**config.mk**
```make
export PLATFORM = sky130hd
export DESIGN_NAME = class_argmax
export DESIGN_NICKNAME = d
export VERILOG_FILES = /design/src/rtl/cnn_stream_pkg.sv /design/src/rtl/class_argmax.sv
export SDC_FILE = /design/constraint.sdc
export NUM_CORES = 1
export LEC_CHECK = 0
export BUFFER_PORTS_ARGS = -buffer_cell sky130_fd_sc_hd__buf_2
export CORE_MARGIN = 5
export CORE_UTILIZATION = 52
export CTS_CLUSTER_DIAMETER = 100
export DETAILED_ROUTE_END_ITERATION = 10
export GPL_TIMING_DRIVEN = 0
export PLACE_DENSITY = 0.86
export SYNTH_ARGS = -nofsm -noshare
export SYNTH_HDL_FRONTEND = slang
export SYNTH_SLANG_ARGS = --single-unit
```
**constraint.sdc**
```tcl
create_clock -name clock -period 3.7 [get_ports clock]
set_clock_uncertainty 0.15 [all_clocks]
set_input_delay 0.37 -clock clock [delete_from_list [all_inputs] [get_ports clock]]
set_output_delay 0.37 -clock clock [all_outputs]
set_load 0.05 [all_outputs]
```
**src/rtl/cnn_stream_pkg.sv**
```systemverilog
// Shared definitions for the CNN word stream: result-word field positions,
// the argmax state encoding and the score comparator.
package cnn_stream_pkg;

    localparam int IDX_LSB        = 0;
    localparam int VAL_LSB        = 8;
    localparam int SEQ_LSB        = 16;
    localparam int LAST_BIT       = 30;
    localparam int HARD_RESET_BIT = 31;

    localparam int IDX_FIELD_W = 8;
    localparam int VAL_FIELD_W = 8;
    localparam int SEQ_FIELD_W = 14;

    typedef enum logic {
        ACCUM = 1'b0,
        EMIT  = 1'b1
    } argmax_state_t;

    // Both operands arrive already widened to 8 bits by the caller.
    function automatic logic score_gt(input logic [7:0] a, input logic [7:0] b,
                                      input logic is_signed);
        if (is_signed) begin
            return $signed(a) > $signed(b);
        end
        return a > b;
    endfunction

endpackage

```
**src/rtl/class_argmax.sv**
```systemverilog
// Running argmax over NUM_CLASSES score words per frame; emits one result word
// (class index, score, frame sequence number) per frame on the word stream.
//
// state | meaning
// ACCUM | accepting score words, tracking best score and its index
// EMIT  | result word presented; held while the consumer stalls
module class_argmax
    import cnn_stream_pkg::*;
#(
    parameter int NUM_CLASSES   = 10,
    parameter int VALUE_BITS    = 8,
    parameter int SIGNED_SCORES = 1,
    parameter int WORD_SIZE     = 32,
    parameter int SEQ_BITS      = 14
) (
    input  logic                 clock,
    input  logic                 reset,
    input  logic [WORD_SIZE-1:0] in_data,
    input  logic                 in_valid,
    output logic                 upstream_stall,
    output logic [WORD_SIZE-1:0] out_data,
    output logic                 out_valid,
    input  logic                 downstream_stall
);

    localparam int IDX_W = (NUM_CLASSES > 1) ? $clog2(NUM_CLASSES) : 1;
    localparam logic [IDX_W-1:0] LAST_CNT = IDX_W'(NUM_CLASSES - 1);

    argmax_state_t state, state_nxt;
    logic [IDX_W-1:0]      cnt, cnt_nxt;
    logic [IDX_W-1:0]      best_idx, best_idx_nxt;
    logic [VALUE_BITS-1:0] best_val, best_val_nxt;
    logic [SEQ_BITS-1:0]   seq, seq_nxt;
    logic [VALUE_BITS-1:0] score;
    logic                  in_xfer;
    logic                  out_xfer;
    logic                  unused_in_bits;

    assign score          = in_data[VALUE_BITS-1:0];
    assign unused_in_bits = ^in_data[WORD_SIZE-1:VALUE_BITS];

    // Scores are widened to the 8-bit result field the same way they are compared.
    function automatic logic [7:0] widen(input logic [VALUE_BITS-1:0] v);
        if (SIGNED_SCORES != 0) begin
            return 8'($signed(v));
        end
        return 8'(v);
    endfunction

    always_ff @(posedge clock) begin
        if (reset) begin
            state    <= ACCUM;
            cnt      <= '0;
            best_idx <= '0;
            best_val <= '0;
            seq      <= '0;
        end else begin
            state    <= state_nxt;
            cnt      <= cnt_nxt;
            best_idx <= best_idx_nxt;
            best_val <= best_val_nxt;
            seq      <= seq_nxt;
        end
    end

    always_comb begin
        state_nxt      = state;
        cnt_nxt        = cnt;
        best_idx_nxt   = best_idx;
        best_val_nxt   = best_val;
        seq_nxt        = seq;
        upstream_stall = 1'b0;
        out_valid      = 1'b0;
        out_data       = '0;

        if (state == EMIT) begin
            out_valid      = 1'b1;
            upstream_stall = downstream_stall;
            out_data[IDX_LSB +: IDX_FIELD_W] = IDX_FIELD_W'(best_idx);
            out_data[VAL_LSB +: VAL_FIELD_W] = widen(best_val);
            out_data[SEQ_LSB +: SEQ_FIELD_W] = SEQ_FIELD_W'(seq);
            out_data[LAST_BIT]               = 1'b1;
            out_data[HARD_RESET_BIT]         = 1'b0;
        end

        in_xfer  = in_valid && !upstream_stall;
        out_xfer = out_valid && !downstream_stall;

        if (out_xfer) begin
            seq_nxt   = seq + 1'b1;
            state_nxt = ACCUM;
        end

        // cnt is already 0 in EMIT, so a word taken alongside the result starts the next frame.
        if (in_xfer) begin
            if ((cnt == '0) || score_gt(widen(score), widen(best_val), SIGNED_SCORES != 0)) begin
                best_val_nxt = score;
                best_idx_nxt = cnt;
            end
            if (cnt == LAST_CNT) begin
                cnt_nxt   = '0;
                state_nxt = EMIT;
            end else begin
                cnt_nxt = cnt + 1'b1;
            end
        end
    end

endmodule

```
==> metrics.yaml <==
clock_network:
  clock-sinks: 31
  hold_buffers: 0
  cts.clk_slew.worst_paths_ns: 0.10
  clk_latency_ns: 0.33
  cts-buffers-inserted: 5
  cts_buffer_depth: 2
  cts_tree: "done"
  cts_root_buf: "clkbuf_4"
  h-tree-depth: 2
  postCtsSetupBuffers: 0
  cts_resized: 0
worst_setup_path:
  critPathKind: "reg2out"
  required_ns: 3.18
  slowest_stage: "dfxtp_1"
  crit_family: "buffers and inverters"
  slowest_delay_ns: 0.54
  path_buf_inv: 2
  critPathCaptureType: "output port"
  worstPathMaxFanout: 12
  cp_data_arrival_time_ns: 1.65
  crit_chain: "clkbuf_1, and2_1, buf_2"
  critPathLaunchType: "flop"
timing:
  setup_tns_ns: 0
  rsz0062_at_grt: "no"
  slew_viol_final: 0
  finalHoldViolCount: 0
  fin_crit_ns: 2.17
  setup_viol: 0
  post-route-period-util: 0.587
  max_freq_mhz: 461
grt:
  antenna_found_initial: 0
  grt_pass1_vias: 1403
  grtUsageTotal: 0.150
  grt_overflow: 0
  grt_pass1_wl_um: 5950
  grt_start_max_net_pins: 13
status:
  run_status: "finished clean"
logic_synthesis:
  synth_area_leaders: "dfxtp_1 34%, and2_1 9.3%, nand2b_1 7.5%"
  synth_cell_type_count: 35
  yosysTopAreaCell: "dfxtp_1"
  ys_warn_count: 0
  netlist.area_leader.share: 0.340
  synth-seq-area-share: 0.340
  synth_area_per_cell_um2: 8.68
  synthCells: 210
  syn_area_mm2: 0.00182
  ys_seq_elements: 31
power:
  leakage_nw: 1.02
  ir_drop_uv: 202
  p_sw_w: 0.000177
  p_per_area_mw_per_mm2: 332
  pwr-share-clk: 0.380
  seqPwrFrac: 0.487
  p_int_w: 0.000548
  combPwrFrac: 0.133
  swShare: 0.245
cells_and_area:
  diodes: 0
  nNetsFinal: 306
  stdcell_count: 308
  final_common_cell: "buf_2"
  drive_gt1_frac: 0.233
  final_cell_mix: "40 x buf_2, 31 x dfxtp_1, 27 x and2_1"
  syn_to_final_growth_pct: 19.7
floorplanning:
  rows: 21
  core_mm2: 0.00336
  die_w_um: 69.2
  initial_core_util: 0.542
  die_y_um: 69.2
  ios: 70
  dieArea_mm2: 0.00479
placement:
  hpwlAfterDp_um: 2700
  portBuffers: 40
  gp_congestion: 0.805
  placed_cells: 300
drt:
  num_vias: 1466
  final_antenna_net_count: 0
  drtIter0Drc: 55
  drt_pass1_iterations: 4
  wl_per_cell_um: 11.3
  vias_per_cell: 4.76
  drc: 0
  drt_wl_total_um: 3470
min_path:
  hp-class: "in2reg"
job:
  drv_cap: 0
-- synthesized netlist by cell type --
| master | number |
|---|---|
| xnor2_1 | 6 |
| and2b_2 | 1 |
| ha_1 | 9 |
| nand2b_1 | 22 |
| or3_1 | 1 |
| and2_1 | 27 |
| nor3b_1 | 1 |
| nand4_1 | 6 |
| clkbuf_1 | 6 |
| nand3_1 | 3 |
| nor4_1 | 1 |
| and4_1 | 1 |
| nor4_2 | 1 |
| or4_4 | 1 |
| o31a_4 | 1 |
| mux2i_1 | 12 |
| nor3_1 | 3 |
| o22ai_1 | 1 |
| dfxtp_1 | 31 |
| buf_4 | 6 |
| nor2_1 | 17 |
| buf_12 | 1 |
| or2b_1 | 1 |
| xor2_1 | 8 |
| nand4b_1 | 1 |
| o211ai_1 | 2 |
| nand4_4 | 1 |
| conb_1 | 1 |
| and3_1 | 2 |
| nor2b_1 | 5 |
| nand2_1 | 6 |
| a21oi_2 | 1 |
| a21oi_1 | 7 |
| inv_1 | 12 |
| o21ai_0 | 5 |
-- state kept, by name (all words and copies together) (netlist names) --
signal,count
best_idx,4
best_val,8
cnt,4
seq,14
state,1
-- final cells by class --
| class | count | area [um2] |
|---|---|---|
| multi-input combinational | 158 | 1080 |
| fill | 293 | 1180 |
| sequential | 31 | 621 |
| timing repair buffer | 40 | 200 |
| tap | 46 | 57.6 |
| inverter | 12 | 45.0 |
| clock buffer | 6 | 51.3 |
| buffer | 13 | 87.6 |
| clock inverter | 2 | 35.0 |
-- logic make-up after synthesis --
| logic type | Yosys count | synth area share |
|---|---|---|
| buffers and inverters | 25 | 0.0727 |
| DFF | 31 | 0.340 |
| xor gates and xnor gates | 14 | 0.0673 |
| muxes | 12 | 0.0659 |
| AOI/OAI and AO/OA | 17 | 0.0590 |
| adders and majority gates | 9 | 0.0618 |
| other | 1 | 0.00206 |
| and+or+nand+nor | 101 | 0.331 |
-- power by group through the flow --
| stage | Sequential (W) | Combinational [W] | Clock, W |
|---|---|---|---|
| 6_report | 0.000353 | 0.0000965 | 0.000275 |
| 5_1_grt | 0.000355 | 0.000108 | 0.000294 |
| 4_1_cts | 0.000353 | 0.0000970 | 0.000282 |
| 3_5_place_dp | 0.000361 | 0.0000966 | 0 |
| 3_3_place_gp | 0.000360 | 0.0000945 | 0 |
| 2_1_floorplan | 0.000358 | 0.0000767 | 0 |
-- final timing paths --
kind                    start      endpoint  slack, ns  cells after the start
setup / recovery        state  out_data[19]       1.53                      3
hold / removal     in_data[4]   best_val[4]       0.15                      3
setup reg to reg  best_val[1]   best_val[2]       1.69                      8
hold reg to reg   best_idx[1]   best_idx[1]       0.33                      2
-- worst reg2reg max path, delay by kind of cell (launching register included) --
kind                     cells  cell delay [ns]
multiplexers                 1             0.11
adder cells (fa/ha/maj)      1             0.28
AO/OA/AOI/OAI                3             0.68
buffers and inverters        2             0.21
AND/OR/NAND/NOR              1             0.13
flip-flops                   1             0.35
-- routing by layer --
metal,GRT usage,vias up,part of all wire
met2,0.243,26,0.46
met5,0,-,0
met3,0.0391,6,0.043
met4,0.0781,0,0.020
met1,0.182,646,0.48
li1,-,788,-
-- stage by stage --
| stage | utilization | total power, W | setup WS (ns) | instance area (um2) | hold slack, ns |
|---|---|---|---|---|---|
| after floorplan | - | 0.000435 | 1.75 | 1840 | 0.294 |
| after global placement | 0.623 | 0.000455 | 1.60 | 2100 | 0.312 |
| after detailed placement | 0.623 | 0.000457 | 1.57 | 2100 | 0.313 |
| after CTS | 0.649 | 0.000732 | 1.50 | 2180 | 0.145 |
| after global routing | 0.649 | 0.000757 | 1.39 | 2180 | 0.154 |
| final | 0.649 | 0.000725 | 1.53 | 2180 | 0.152 |
Power figures use the tool's default switching activity.
